File: src/rtl/pipeline_scoreboard_if.sv
// pipeline_scoreboard_if
// Bundles the decode-side request signals and the hazard controller's
// responses between the decoder and the issue stage.
//   slave  : the scoreboard (takes i_*, drives o_*)
//   master : the decoder / bench (drives i_*, takes o_*)
interface pipeline_scoreboard_if #(
  parameter int NUM_REGS    = 16,
  parameter int STALL_CNT_W = 16
);
  logic                   i_valid;
  logic                   i_re1;
  logic [3:0]             i_rs1;
  logic                   i_re2;
  logic [3:0]             i_rs2;
  logic                   i_we;
  logic [3:0]             i_ws;
  logic                   i_flush;
  logic                   o_issue;
  logic                   o_stall;
  logic [NUM_REGS-1:0]    o_busy;
  logic [STALL_CNT_W-1:0] o_stall_count;

  modport slave (
    input  i_valid, i_re1, i_rs1, i_re2, i_rs2, i_we, i_ws, i_flush,
    output o_issue, o_stall, o_busy, o_stall_count
  );

  modport master (
    output i_valid, i_re1, i_rs1, i_re2, i_rs2, i_we, i_ws, i_flush,
    input  o_issue, o_stall, o_busy, o_stall_count
  );
endinterface

File: src/rtl/pipeline_scoreboard.sv
// pipeline_scoreboard
// Issue-stage RAW hazard controller. Tracks in-flight register writes in a
// PIPE_DEPTH-slot shift register and holds a decoded instruction while any
// enabled source register still has a pending write.
// Ports:
//   i_clk   : clock
//   i_reset : synchronous, active-high reset
//   sb      : decoder request / issue response bundle (slave side)
//             o_issue, o_stall combinational; o_busy combinational from slots;
//             o_stall_count saturating stall-cycle counter.
module pipeline_scoreboard #(
  parameter int PIPE_DEPTH  = 3,
  parameter int NUM_REGS    = 16,
  parameter int STALL_CNT_W = 16
) (
  input  logic                  i_clk,
  input  logic                  i_reset,
  pipeline_scoreboard_if.slave  sb
);
  localparam int SEL_W = 4;

  // Slot 0 is the youngest issue; slot PIPE_DEPTH-1 is writing back now.
  logic [PIPE_DEPTH-1:0]             vld_q, vld_d;
  logic [PIPE_DEPTH-1:0][SEL_W-1:0]  ws_q,  ws_d;
  logic [STALL_CNT_W-1:0]            cnt_q, cnt_d;

  logic [NUM_REGS-1:0] busy;
  logic                hazard;
  logic                issue;
  logic                stall;

  // The writeback slot still counts as busy: the register file has no
  // same-cycle write-to-read bypass.
  always_comb begin
    busy = '0;
    for (int k = 0; k < PIPE_DEPTH; k++) begin
      if (vld_q[k]) busy[ws_q[k]] = 1'b1;
    end
  end

  // WAW is deliberately ignored: fixed latency keeps writes in order.
  assign hazard = (sb.i_re1 && busy[sb.i_rs1]) || (sb.i_re2 && busy[sb.i_rs2]);
  assign issue  = sb.i_valid && !hazard && !sb.i_flush;
  assign stall  = sb.i_valid &&  hazard && !sb.i_flush;

  always_comb begin
    vld_d    = '0;
    ws_d     = ws_q;
    vld_d[0] = issue && sb.i_we;   // bubble when nothing writes
    ws_d[0]  = sb.i_ws;
    for (int k = 1; k < PIPE_DEPTH; k++) begin
      vld_d[k] = vld_q[k-1];
      ws_d[k]  = ws_q[k-1];
    end
    if (sb.i_flush) vld_d = '0;

    cnt_d = cnt_q;
    if (stall && (cnt_q != {STALL_CNT_W{1'b1}})) cnt_d = cnt_q + 1'b1;
  end

  always_ff @(posedge i_clk) begin
    if (i_reset) begin
      vld_q <= '0;
      ws_q  <= '0;
      cnt_q <= '0;
    end else begin
      vld_q <= vld_d;
      ws_q  <= ws_d;
      cnt_q <= cnt_d;
    end
  end

  assign sb.o_issue       = issue;
  assign sb.o_stall       = stall;
  assign sb.o_busy        = busy;
  assign sb.o_stall_count = cnt_q;
endmodule

File: src/flat_wrapper.sv
// flat-port wrapper written by rule: the top's interface ports become plain ports
module pipeline_scoreboard_flat 
#(
  parameter int PIPE_DEPTH  = 3,
  parameter int NUM_REGS    = 16,
  parameter int STALL_CNT_W = 16
)
  (i_clk, i_reset, sb_i_valid, sb_i_re1, sb_i_rs1, sb_i_re2, sb_i_rs2, sb_i_we, sb_i_ws, sb_i_flush, sb_o_issue, sb_o_stall, sb_o_busy, sb_o_stall_count);
  pipeline_scoreboard_if #(.NUM_REGS(NUM_REGS), .STALL_CNT_W(STALL_CNT_W)) sb_i ();
  input  logic i_clk;
  input  logic i_reset;
  input wire logic [$bits(sb_i.i_valid)-1:0] sb_i_valid;
  input wire logic [$bits(sb_i.i_re1)-1:0] sb_i_re1;
  input wire logic [$bits(sb_i.i_rs1)-1:0] sb_i_rs1;
  input wire logic [$bits(sb_i.i_re2)-1:0] sb_i_re2;
  input wire logic [$bits(sb_i.i_rs2)-1:0] sb_i_rs2;
  input wire logic [$bits(sb_i.i_we)-1:0] sb_i_we;
  input wire logic [$bits(sb_i.i_ws)-1:0] sb_i_ws;
  input wire logic [$bits(sb_i.i_flush)-1:0] sb_i_flush;
  output wire logic [$bits(sb_i.o_issue)-1:0] sb_o_issue;
  output wire logic [$bits(sb_i.o_stall)-1:0] sb_o_stall;
  output wire logic [$bits(sb_i.o_busy)-1:0] sb_o_busy;
  output wire logic [$bits(sb_i.o_stall_count)-1:0] sb_o_stall_count;
  assign sb_i.i_valid = sb_i_valid;
  assign sb_i.i_re1 = sb_i_re1;
  assign sb_i.i_rs1 = sb_i_rs1;
  assign sb_i.i_re2 = sb_i_re2;
  assign sb_i.i_rs2 = sb_i_rs2;
  assign sb_i.i_we = sb_i_we;
  assign sb_i.i_ws = sb_i_ws;
  assign sb_i.i_flush = sb_i_flush;
  assign sb_o_issue = sb_i.o_issue;
  assign sb_o_stall = sb_i.o_stall;
  assign sb_o_busy = sb_i.o_busy;
  assign sb_o_stall_count = sb_i.o_stall_count;
  pipeline_scoreboard #(.PIPE_DEPTH(PIPE_DEPTH), .NUM_REGS(NUM_REGS), .STALL_CNT_W(STALL_CNT_W)) u_core (.i_clk(i_clk), .i_reset(i_reset), .sb(sb_i));
endmodule
File: config.mk
export PLATFORM = sky130hd
export DESIGN_NAME = pipeline_scoreboard_flat
export DESIGN_NICKNAME = d
export VERILOG_FILES = /design/src/rtl/pipeline_scoreboard_if.sv /design/src/rtl/pipeline_scoreboard.sv /design/src/flat_wrapper.sv
export SDC_FILE = /design/constraint.sdc
export NUM_CORES = 1
export LEC_CHECK = 0
export ABC_AREA = 1
export CAP_MARGIN = 20
export CORE_MARGIN = 2
export CORE_UTILIZATION = 40
export CTS_BUF_LIST = sky130_fd_sc_hd__clkbuf_8
export DETAILED_ROUTE_END_ITERATION = 12
export GPL_ROUTABILITY_DRIVEN = 0
export PLACE_DENSITY = 0.63
export SLEW_MARGIN = 25
export SYNTH_ARGS = -nofsm -noshare
export SYNTH_HDL_FRONTEND = slang
export SYNTH_SLANG_ARGS = --single-unit
File: constraint.sdc
create_clock -name i_clk -period 5.13 [get_ports i_clk]
set_input_delay 1.539 -clock i_clk [delete_from_list [all_inputs] [get_ports i_clk]]
set_output_delay 1.539 -clock i_clk [all_outputs]
set_load 0.1 [all_outputs]
==> results of run 1 <==
==> flip-flops by register name, indices dropped and copies added, names as in the netlist <==
name                     count
u_core.ws_d                  8
u_core.vld_q                 3
u_core.ws_q                  4
u_core.sb.o_stall_count     16
==> cells by family (layout without fill, tap and decap cells) <==
kind of cell	Yosys count	in the layout	share of synthesized area (%)
flops	31	31	27.33
buf+inv	55	106	10.19
fa+ha+maj	1	1	0.5509
simple gates	249	249	54.05
xor+xnor	13	13	5.014
compound gates	13	13	2.865
==> stage by stage <==
stage	cells	hold WS [ps]
after detailed placement	477	470.0
final	485	471.7
after global routing	485	515.3
after CTS	485	468.0
after floorplan	362	451.0
after global placement	477	466.6
==> metal layers <==
metal	GRT usage [%]	up-vias	routed length [um]
met3	4.318	20	312
li1	-	1273	-
met4	11.90	0	251
met1	26.85	1129	2735
met5	0	-	0
met2	35.00	81	2975
==> area by class of cell <==
class | instances | area share [%]
clock inverters | 3 | 1.475
well taps | 72 | 3.034
flip-flops and latches | 31 | 20.90
multi-input cells | 276 | 48.17
inverters | 44 | 5.563
clock buffers | 5 | 2.318
repair buffers | 54 | 18.54
==> cell usage in the layout, fill, tap and decap left out <==
master,count
nand2_1,96
nand3_1,56
clkdlybuf4s50_1,49
inv_1,40
nor2_1,37
dfxtp_1,31
nand4_1,18
nand3_2,16
nor2_2,14
a21oi_1,13
xor2_1,7
xnor2_1,6
clkbuf_8,5
inv_2,4
nor3_1,3
nor4_1,3
buf_12,2
buf_4,2
nand2_2,1
nand3b_1,1
nand2_4,1
nor3_4,1
or2_2,1
nand3_4,1
ha_1,1
clkinv_2,1
bufinv_16,1
clkinv_4,1
buf_2,1
==> worst paths after layout <==
check	start	to	slack, ps	cells after the start
worst max-delay path	sb_i_rs2[0]	sb_o_issue	220	12
worst min-delay path	u_core.ws_d[5]$_SDFF_PP0_	u_core.ws_d[9]$_SDFF_PP0_	470	2
worst max register to register	u_core.sb.o_stall_count[0]$_SDFFE_PP0P_	u_core.sb.o_stall_count[6]$_SDFFE_PP0P_	2540	7
worst min register to register	u_core.ws_d[5]$_SDFF_PP0_	u_core.ws_d[9]$_SDFF_PP0_	470	2
==> report_power, final <==
group / total, uW / switching, uW / internal (uW) / leakage, uW
registers: 251 / 5.69 / 245 / 0.000252
clock network: 239 / 94.6 / 144 / 0.0000581
logic: 86.9 / 56.4 / 30.4 / 0.000905
==> worst reg2reg max path: cells and delay by family, from the launching register on <==
kind	cells	cell delay (ps)
and+or+nand+nor	5	1650
adders and majority gates	1	250
AOI/OAI and AO/OA	1	150
DFF	1	460
==> out/results.tsv, run 1 <==
metric	value	unit
drtPass1Iterations	4	
cap_violations	0	
p_leak	0.001215	uW
path_clk_slew	70	ps
drive_gt1_share	12.59	%
slowest_delay	660	ps
root_buffer	clkbuf_8	
synth-main-ff-cell	dfxtp_1	
regArea	620.6	um2
finalSetupViolCount	0	
outcome	complete, no violations	
multiInputGateArea	1430	um2
htreeDepth	2	
syn_avg_cell_area	6.273	um2
cp.required	3590	ps
netlist.area_leader.share	27.33	%
synth_area_leader_cell	dfxtp_1	
power.density	194.4	nW/um2
ctsHoldBuffers	0	
path_cells	clkdlybuf4s50_1 -> inv_1 -> nand2_1 -> nand3_1 -> nand3_1 -> nand3_1 -> nand3_2 -> nand2_4 -> inv_1 -> nand2_1 -> inv_1 -> buf_12	
worst-path-buf-inv	5	
synth_cells	362	
p_total	577.1	uW
port_buffers	52	
timing.fmax	203.5	MHz
start_util	41.24	%
ant_nets	0	
yosys-top-cells-area	dfxtp_1, nand2_1, nand3_1, nand3_2, inv_1	
cts_resized	0	
final.setup.tns	0	ps
routed_wl	6274	um
synth_edf_count	0	
startpoint_type	input port	
yosys_warnings	0	
dp.final_hpwl	4764	um
vdd_drop_max	173.4	uV
antenna_found_initial	0	
die_w	79.35	um
design.final.nets	432	
synthArstFlopShare	0	%
vias	2503	
finalCriticalPeriod	4913	ps
path_delay_family	buffers and inverters	
syn_nets	382	
first_iter_violations	228	
ys_top_cells_by_count	nand2_1, nand3_1, inv_1	
clk_path_buf_depth	2	
n_antenna_cell	0	
cts_sinks	31	
overflow	0	
post_synth_num_cell_types	25	
ios	53	
grt_pass1_wl	10930	um
chipHeight	79.35	um
cp.arrival	3370	ps
period_share	95.77	%
drv_slew	0	
ys_seq_area_share	27.33	%
cp_max_fo	9	
fp-row-count	27	
final_area	2969	um2
ys_seq_elements	31	
cts_tree	built	
setup_ws	217.1	ps
grt_pass1_vias	2432	
fp.dieArea	6296	um2
postPlaceCellArea	2861	um2
relSlewSlack	34.45	%
place_ws	225.9	ps
synth_area	2271	um2
area_growth	30.74	%
fill_cells	551	
grt_usage	21.63	%
final-hold-violation-count	0	
crit_slowest_cell	clkdlybuf4s50_1	
rsz0062_at_grt	false	
hp-class	flop to flop	
worst_pin_slew	980.2	ps
coreArea	5507	um2
yosysMostFrequentCell	nand2_1	
grt_max_degree	29	
wl_per_cell	12.94	um
critPathKind	input port to primary output	
cts_setup_buffers	0	
cts_made_buffers	5	
drc	0	
final_core_util	53.92	%
insertion_delay	280	ps
viasPerCell	5.161	
end_kind	primary output	
skew	5.483	ps
Note: power is estimated with default switching activity, not from simulation.
==> run 2: changes to the inputs <==
--- a/config.mk
+++ b/config.mk
@@ -13,6 +13,7 @@
 export DETAILED_ROUTE_END_ITERATION = 12
 export GPL_ROUTABILITY_DRIVEN = 0
 export PLACE_DENSITY = 0.63
+export SKIP_CTS_REPAIR_TIMING = 1
 export SLEW_MARGIN = 25
 export SYNTH_ARGS = -nofsm -noshare
 export SYNTH_HDL_FRONTEND = slang
==> results of run 2 <==
Final layout, timing and power as in run 1 (identical DEF).
==> run 3: changes to the inputs <==
--- a/config.mk
+++ b/config.mk
@@ -6,13 +6,12 @@
 export NUM_CORES = 1
 export LEC_CHECK = 0
 export ABC_AREA = 1
-export CAP_MARGIN = 20
 export CORE_MARGIN = 2
 export CORE_UTILIZATION = 40
 export CTS_BUF_LIST = sky130_fd_sc_hd__clkbuf_8
 export DETAILED_ROUTE_END_ITERATION = 12
 export GPL_ROUTABILITY_DRIVEN = 0
-export PLACE_DENSITY = 0.63
+export PLACE_DENSITY = 0.66
 export SKIP_CTS_REPAIR_TIMING = 1
 export SLEW_MARGIN = 25
 export SYNTH_ARGS = -nofsm -noshare
==> run 3 against run 2 <==
  * Final cell count is the same
  * Routed wire length shrank 0.97%
  * Flip-flop and latch count is the same
  * Worst hold slack gained 5.1 ps
  * Core utilization shrank 0.16 points
  * Power shrank 3.9%
  * Global-route usage shrank 0.47 points
  * Combinational power is essentially flat
  * Sequential share of layout area grew 0.062 points
  * Clock power shrank 9.6%
  * Critical path type unchanged
  * Largest cell class unchanged
==> out/results.tsv, run 3 (same netlist as run 1, synthesis figures left out) <==
metric	value	unit	change
chipHeight	79.35	um	unchanged
clk_path_buf_depth	2		unchanged
final.setup.tns	0	ps	unchanged
cp.arrival	3370	ps	about the same
critPathKind	input port to primary output		
final-hold-violation-count	0		unchanged
outcome	complete, no violations		
instances_no_fill	485		unchanged
startpoint_type	input port		
placedCellCount	477		unchanged
p_leak	0.001208	uW	-0.63%
design.final.nets	432		unchanged
root_buffer	clkbuf_8		
fp-row-count	27		unchanged
hp-class	flop to flop		
cts_sinks	31		unchanged
insertion_delay	280	ps	about the same
relSlewSlack	34.80	%	+0.35 points
clkPwrFrac	39.0	%	-2.4 points
htreeDepth	2		unchanged
ant_nets	0		unchanged
hold_start	u_core.ws_d[5]$_SDFF_PP0_		
fill_cells	541		-1.8%
coreArea	5507	um2	unchanged
area_growth	30.36	%	
routed_wl	6213	um	-0.97%
cp_max_fo	9		unchanged
p_int	397.9	uW	-5.3%
cp.required	3590	ps	about the same
fin_hold_ws	476.8	ps	+5.051 ps
cts_made_buffers	5		unchanged
r2r_start	u_core.sb.o_stall_count[0]$_SDFFE_PP0P_		
final_common_cell	nand2_1		
path_clk_slew	70	ps	about the same
finalSetupViolCount	0		unchanged
wl_per_cell	12.81	um	-0.97%
mostFrequentLayoutCells	nand2_1, nand3_1, clkdlybuf4s50_1, inv_1, nor2_1		
cp-endpoint	sb_o_issue		
port_buffers	52		unchanged
multiInputGateArea	1430	um2	unchanged
period_share	95.70	%	about the same
r2r_slack	2570	ps	+30 ps
startpoint	sb_i_rs2[0]		
vdd_drop_max	138.2	uV	-20%
worst_pin_slew	974.9	ps	-5.297 ps
combPwrFrac	15.7	%	+0.6 points
finalCriticalPeriod	4909	ps	-3.570 ps
cap_violations	0		unchanged
rr_endpoint	u_core.sb.o_stall_count[11]$_SDFFE_PP0P_		
grt_pass1_wl	10610	um	-3.0%
drv_slew	0		unchanged
first_iter_violations	167		-27%
reg2reg_depth	7		unchanged
seq_power_share	45.3	%	+1.8 points
skew	8.398	ps	+2.915 ps
vias	2495		-0.32%
overflow	0		unchanged
rsz0062_at_grt	false		
grt_pass1_vias	2348		-3.5%
cts_tree	built		
end_kind	primary output		
power.density	187.3	nW/um2	-3.6%
grt_usage	21.16	%	-0.47 points
fp.dieArea	6296	um2	unchanged
antenna_found_initial	0		unchanged
dp.final_hpwl	4750	um	-0.30%
die_w	79.35	um	unchanged
start_util	41.24	%	unchanged
grt_max_degree	29		unchanged
regArea	620.6	um2	unchanged
swShare	28.25	%	+1.1 points
n_antenna_cell	0		unchanged
drc	0		unchanged
largest_reg_flops	16		unchanged
p_switching	156.7	uW	about the same
drive_gt1_share	12.59	%	unchanged
drtPass1Iterations	5		+1
timing.fmax	203.7	MHz	about the same
ios	53		unchanged
viasPerCell	5.144		-0.32%
==> run 3: cell count changes in the layout (fill, tap and decap cells not counted), sizes merged <==
cell,delta
clkbuf,+2
clkinv,-2
bufinv,-1
clkinvlp,+1
==> run 3: worst min path at each step <==
stage / end / slack, ps / cells past startpoint
floorplan: u_core.ws_d[11]$_SDFF_PP0_ / 450 / 2
global placement: u_core.ws_d[11]$_SDFF_PP0_ / 470 / 2
detailed placement: u_core.ws_d[11]$_SDFF_PP0_ / 470 / 2
CTS: u_core.ws_d[8]$_SDFF_PP0_ / 470 / 2
global route: u_core.ws_d[8]$_SDFF_PP0_ / 510 / 2
finish: u_core.ws_d[9]$_SDFF_PP0_ / 480 / 2
==> run 3: area by class of cell <==
| type | instances | share of cell area (%) |
|---|---|---|
| inverter | 44 | 5.579 |
| clock inverter | 1 | 0.2536 |
| multi-input combinational | 276 | 48.31 |
| clock buffer | 7 | 3.254 |
| tap | 72 | 3.043 |
| sequential | 31 | 20.96 |
| timing repair buffer | 54 | 18.60 |
==> run 3: metal layers <==
layer / part of all wire [%] / track usage, % / vias up
met5: 0 / 0 / -
met4: 1.2 / 5.345 / 0
met2: 50 / 37.97 / 77
met1: 44 / 26.17 / 1136
met3: 4.8 / 3.523 / 6
li1: - / - / 1276
==> run 3: power by group through the flow <==
stage               sequential [uW]  combinational (uW)  clock, uW
floorplan                       262                51.4          0
global route                    252                94.9        235
global placement                256                86.7          0
finish                          251                87.1        216
CTS                             251                87.6        222
detailed placement              257                87.3          0
==> run 3: metrics by stage <==
step / cell area, um2 / worst slack, ps / utilization (%) / power [uW]
after floorplan: 2282 / 388.2 / - / 313.0
after global placement: 2861 / 281.9 / 51.97 / 343.1
after detailed placement: 2861 / 222.1 / 51.97 / 343.9
after CTS: 2965 / 225.3 / 53.85 / 560.2
after global routing: 2960 / 39.96 / 53.76 / 581.3
final: 2960 / 220.6 / 53.76 / 554.6
==> run 3: worst max-delay path, stage by stage <==
cell             delay [ps]
clkdlybuf4s50_1         660
inv_1                   200
nand2_1                 110
nand3_1                  60
nand3_1                  90
nand3_1                  90
nand3_2                 100
nand2_4                  60
inv_1                   100
nand2_1                  60
inv_1                   110
buf_12                  180
